==> src/rtl/serial_shift_unit_if.sv <==
// rtl/serial_shift_unit_if.sv - request/response bundle for the serial shift unit
interface serial_shift_unit_if #(
    parameter int WIDTH = 32
);
    logic             start;
    logic [1:0]       op;
    logic [WIDTH-1:0] operand;
    logic [31:0]      shamt_ext;
    logic [WIDTH-1:0] result;
    logic             busy;
    logic             done;
    logic             err;

    modport master (
        output start, op, operand, shamt_ext,
        input  result, busy, done, err
    );

    modport slave (
        input  start, op, operand, shamt_ext,
        output result, busy, done, err
    );
endinterface

==> src/rtl/serial_shift_unit.sv <==
// rtl/serial_shift_unit.sv - one-bit-per-clock sll/srl/sra unit; SERIAL_SHIFT_ROTATE_EN adds op=11 rotate right
module serial_shift_unit #(
    parameter int WIDTH   = 32,
    parameter int SHAMT_W = 5
) (
    input  logic                 clk,
    input  logic                 rst_n,
    serial_shift_unit_if.slave   bus
);
    typedef enum logic [1:0] {IDLE, SHIFT, DONE} state_t;

    state_t             state;
    logic [WIDTH-1:0]   work;
    logic [WIDTH-1:0]   shifted;
    logic [1:0]         op_q;
    logic [SHAMT_W-1:0] cnt;
    logic [WIDTH-1:0]   result_q;
    logic               busy_q;
    logic               done_q;
    logic               err_q;
    logic [SHAMT_W-1:0] n_in;
    logic               upper_nz;
    logic               illegal_op;

    assign n_in     = bus.shamt_ext[SHAMT_W-1:0];
    assign upper_nz = |bus.shamt_ext[31:SHAMT_W];
`ifdef SERIAL_SHIFT_ROTATE_EN
    assign illegal_op = 1'b0;
`else
    assign illegal_op = (bus.op == 2'b11);
`endif

    always_comb begin
        shifted = work;
        case (op_q)
            2'b00:   shifted = {work[WIDTH-2:0], 1'b0};
            2'b01:   shifted = {1'b0, work[WIDTH-1:1]};
            2'b10:   shifted = {work[WIDTH-1], work[WIDTH-1:1]};
            default: begin
`ifdef SERIAL_SHIFT_ROTATE_EN
                shifted = {work[0], work[WIDTH-1:1]};
`else
                shifted = work;
`endif
            end
        endcase
    end

    // cnt holds the shifts still to perform; the edge that consumes the last one enters DONE
    always_ff @(posedge clk) begin
        if (!rst_n) begin
            state    <= IDLE;
            work     <= '0;
            op_q     <= '0;
            cnt      <= '0;
            result_q <= '0;
            busy_q   <= 1'b0;
            done_q   <= 1'b0;
            err_q    <= 1'b0;
        end else begin
            case (state)
                IDLE: begin
                    done_q <= 1'b0;
                    if (bus.start) begin
                        work   <= bus.operand;
                        op_q   <= bus.op;
                        cnt    <= n_in;
                        err_q  <= upper_nz | illegal_op;
                        busy_q <= 1'b1;
                        if (n_in == '0) begin
                            result_q <= bus.operand;
                            done_q   <= 1'b1;
                            state    <= DONE;
                        end else begin
                            state <= SHIFT;
                        end
                    end
                end
                SHIFT: begin
                    work <= shifted;
                    cnt  <= cnt - 1'b1;
                    if (cnt == SHAMT_W'(1)) begin
                        result_q <= shifted;
                        done_q   <= 1'b1;
                        state    <= DONE;
                    end
                end
                DONE: begin
                    done_q <= 1'b0;
                    busy_q <= 1'b0;
                    state  <= IDLE;
                end
                default: state <= IDLE;
            endcase
        end
    end

    assign bus.result = result_q;
    assign bus.busy   = busy_q;
    assign bus.done   = done_q;
    assign bus.err    = err_q;
endmodule

==> src/flat_wrapper.sv <==
// flat-port wrapper written by rule: the top's interface ports become plain ports
module serial_shift_unit_flat 
#(
    parameter int WIDTH   = 32,
    parameter int SHAMT_W = 5
)
  (clk, rst_n, bus_start, bus_op, bus_operand, bus_shamt_ext, bus_result, bus_busy, bus_done, bus_err);
  serial_shift_unit_if #(.WIDTH(WIDTH)) bus_i ();
  input  logic clk;
  input  logic rst_n;
  input wire logic [$bits(bus_i.start)-1:0] bus_start;
  input wire logic [$bits(bus_i.op)-1:0] bus_op;
  input wire logic [$bits(bus_i.operand)-1:0] bus_operand;
  input wire logic [$bits(bus_i.shamt_ext)-1:0] bus_shamt_ext;
  output wire logic [$bits(bus_i.result)-1:0] bus_result;
  output wire logic [$bits(bus_i.busy)-1:0] bus_busy;
  output wire logic [$bits(bus_i.done)-1:0] bus_done;
  output wire logic [$bits(bus_i.err)-1:0] bus_err;
  assign bus_i.start = bus_start;
  assign bus_i.op = bus_op;
  assign bus_i.operand = bus_operand;
  assign bus_i.shamt_ext = bus_shamt_ext;
  assign bus_result = bus_i.result;
  assign bus_busy = bus_i.busy;
  assign bus_done = bus_i.done;
  assign bus_err = bus_i.err;
  serial_shift_unit #(.WIDTH(WIDTH), .SHAMT_W(SHAMT_W)) u_core (.clk(clk), .rst_n(rst_n), .bus(bus_i));
endmodule
==> config.mk <==
export PLATFORM = sky130hd
export DESIGN_NAME = serial_shift_unit_flat
export DESIGN_NICKNAME = d
export VERILOG_FILES = /design/src/rtl/serial_shift_unit_if.sv /design/src/rtl/serial_shift_unit.sv /design/src/flat_wrapper.sv
export SDC_FILE = /design/constraint.sdc
export NUM_CORES = 1
export LEC_CHECK = 0
export ABC_AREA = 1
export CAP_MARGIN = 10
export CORE_MARGIN = 10
export CORE_UTILIZATION = 51
export DETAILED_ROUTE_END_ITERATION = 10
export GPL_TIMING_DRIVEN = 0
export HOLD_SLACK_MARGIN = 0.12
export PLACE_DENSITY = 0.85
export SETUP_SLACK_MARGIN = 0.4
export SYNTH_ARGS = -nofsm -noshare
export SYNTH_HDL_FRONTEND = slang
export SYNTH_SLANG_ARGS = --single-unit
==> constraint.sdc <==
create_clock -name clk -period 1.9 [get_ports clk]
set_input_delay 0.57 -clock clk [delete_from_list [all_inputs] [get_ports clk]]
set_output_delay 0.57 -clock clk [all_outputs]
set_load 0.03 [all_outputs]
==> impl_metrics.ini, run 1 <==
[cells_and_area]
num_antenna_cells = 0
fillCellCount = 608
area_delta_synth_final_pct = 43.80
fin_cells = 1026
multi_input_area_um2 = 2726
seq_area_um2 = 1528
nets = 988
layout-drive-gt1-share = 0.2124

[yosys]
synth_largest_area_cell = dfxtp_1
yosys.cell_count.top_type = nand2_1
synth_fp_nets = 846
synth_edf_count = 0
seq_area_frac_synth = 0.3365
ys_types = 30
ys.flop_type = dfxtp_1
async_flop_share = 0
yosysWarningCount = 0
synth.area.top_cells = dfxtp_1 34%, nand2_1 17%, nor2_1 12%, nand3_1 11%, inv_1 8.5%
synth_area_per_cell_um2 = 5.865
synth_commonest_cells = 200 x nand2_1, 148 x nor2_1, 102 x inv_1
synth_top_area_frac = 0.3365
netlist_area_um2 = 4522
synth_seq_cells = 76
synth_cells = 771

[sta]
maxSlewViolCount = 0
finClkSkew_ns = 0.01324
relSlewSlack = 0.6305
rsz0062_at_grt = true
fmax_ghz = 0.5915
final.period_utilization = 0.8899
final_hold_viol_count = 0
setup_slack_ns = 0.2093
min_period_ns = 1.691
worst_pin_slew_ns = 0.5542
final-setup-viol-count = 0

[die]
core_area_um2 = 8678
die_h_um = 114.2
die_w_um = 114.2
io_pins = 104
rows = 34
die-area_um2 = 13030
start_util = 0.5210

[setup_path]
worstPathMaxFanout = 8
crit_required_ns = 2.19
cp-end-kind = flip-flop
critPathLaunchType = flip-flop
arrival_ns = 1.98
crit_path_top_delay_cell = dfxtp_2
cpPeakStageDelay_ns = 0.35
cp_top_family = simple AND/OR/NAND/NOR gates
crit_buf_inv = 4
cp_cell_sequence = inv_4, ha_4, buf_6, inv_8, o21ai_4, nand3_4, buf_6, nand2_1, nand2_1, nor2_1
crit_type = reg2reg

[global_routing]
gr-total-overflow = 0
gr-usage-all-layers = 0.2285
grt_pass1_vias = 5234
grt_antenna_before_repair = 0
grt_pass1_wl_um = 24880
grt_max_degree = 14

[detailed_routing]
wl_per_cell_um = 16.02
num_vias = 5664
drt-initial-drc-count = 616
drtAntennaViolNets = 0
firstDrtPassIters = 5
avgViaCountPerCell = 5.520
drc = 0
drt-total-wl_um = 16440

[placed_design]
dp_slack_ns = -0.2861
numPlacedInstances = 981
port_buffers = 102
hpwlAfterDp_um = 10360
globalplace.congestion = 0.9376

[pwr]
p_leak_uw = 0.003237
power.density_nw_per_um2 = 1845
ir_worst_vdd_uv = 892.1
finalPower_uw = 11990

[clocking]
root_buffer = clkbuf_8
hold_buffers = 0
htree_levels = 3
cts_sinks = 76
insertion_delay_ns = 0.36
tritoncts = built
clk_pin_slew_worst_paths_ns = 0.08
numCtsBuffers = 9
cts_buffer_depth = 2

[job]
drv_cap = 0

[run_status]
status = finished clean

[worst_hold_path]
hp-class = reg2reg
final cells by class:
cell class / instances / share of cell area
plain buffers: 43 / 0.05253
clock buffers: 11 / 0.02174
clock inverters: 5 / 0.01289
inverters: 106 / 0.06311
multi-input cells: 548 / 0.4193
flip-flops and latches: 76 / 0.2349
well taps: 108 / 0.02078
repair buffers: 129 / 0.1747
state kept, by name (all words and copies together), names as in the netlist:
name               flops
u_core.bus.result     32
u_core.work           32
u_core.cnt             5
u_core.op_q            2
u_core.state           2
u_core.bus.busy        1
u_core.bus.done        1
u_core.bus.err         1
worst min-delay path: stages (launching register included):
cell and delay, ns:
dfxtp_1 0.33, nand2_1 0.07, a21oi_1 0.06
metal layers:
metal / part of all wire / track usage / vias to the layer above / wire (um)
met2: 0.49 / 0.3971 / 347 / 8035
met1: 0.38 / 0.2723 / 2588 / 6247
met5: 0 / 0 / - / 0
met4: 0.032 / 0.08521 / 0 / 530
li1: - / - / 2669 / -
met3: 0.099 / 0.04245 / 60 / 1627
cells in the final DEF, fill, tap and decap left out, types with 3 or more instances in the layout:
cell,synthesis,routed
clkdlybuf4s50_1,0,62
nand3_4,1,3
dlygate4sd2_1,0,5
nand2_1,200,179
inv_2,2,4
dfxtp_1,76,73
a21oi_2,0,3
o21ai_0,33,28
nand2_2,2,18
a21oi_1,34,30
nand3_1,98,95
buf_6,2,17
buf_4,2,22
clkbuf_8,0,11
ha_1,6,4
buf_2,20,34
clkbuf_2,1,4
nor2_4,0,14
buf_8,0,5
clkbuf_1,15,8
nand3b_1,3,3
nand2_4,0,6
nor2_2,1,18
inv_1,102,98
clkbuf_4,0,11
o21ai_1,9,12
nor2_1,148,117
power breakdown:
part / internal [uW] / switching (uW)
Sequential: 2310 / 524
Combinational: 2960 / 4750
Clock: 782 / 672
Total: 6050 / 5940
metrics by stage:
stage	setup TNS, ns	util	hold slack, ns	area [um^2]
global route	0	0.7493	0.5358	6502
floorplan	0	-	0.4513	4526
global placement	-10.73	0.6547	0.4722	5682
CTS	0	0.7157	0.4942	6211
finish	0	0.7493	0.4974	6502
detailed placement	-12.71	0.6547	0.4824	5682
path summary, 6_finish.rpt:
| path | to | cells after the start | slack (ns) | from |
|---|---|---|---|---|
| worst max register to register | u_core.bus.result[0]$_SDFFE_PN0P_ | 10 | 0.21 | u_core.state[1]$_SDFFE_PN0P_ |
| worst max-delay path | u_core.bus.result[0]$_SDFFE_PN0P_ | 10 | 0.21 | u_core.state[1]$_SDFFE_PN0P_ |
| worst min-delay path | u_core.cnt[2]$_SDFFE_PN0P_ | 2 | 0.50 | u_core.cnt[2]$_SDFFE_PN0P_ |
| worst min register to register | u_core.cnt[2]$_SDFFE_PN0P_ | 2 | 0.50 | u_core.cnt[2]$_SDFFE_PN0P_ |
cell families (layout without fill, tap and decap cells):
logic type	count (synthesis)	count (layout)	share of synthesized area
adders and majority gates	6	6	0.01660
AOI/OAI and AO/OA	80	80	0.09242
buffers and inverters	149	294	0.1350
DFF	76	76	0.3365
and+or+nand+nor	460	462	0.4195
what timing repair did:
| action | in CTS | in global routing |
|---|---|---|
| pin swaps | 19 | 33 |
| setup buffers | 15 | 5 |
| resized for setup | 272 | 89 |
| endpoints found under the setup margin | 107 | 83 |
| gates cloned | 7 | 2 |
(Power assumes the default switching activity.)
==> inputs of run 2 (changes only) <==
Settings changed: CTS_CLUSTER_DIAMETER set to 120.
==> results of run 2 <==
Same layout as run 1: the final DEF is identical, and so are final timing and power.
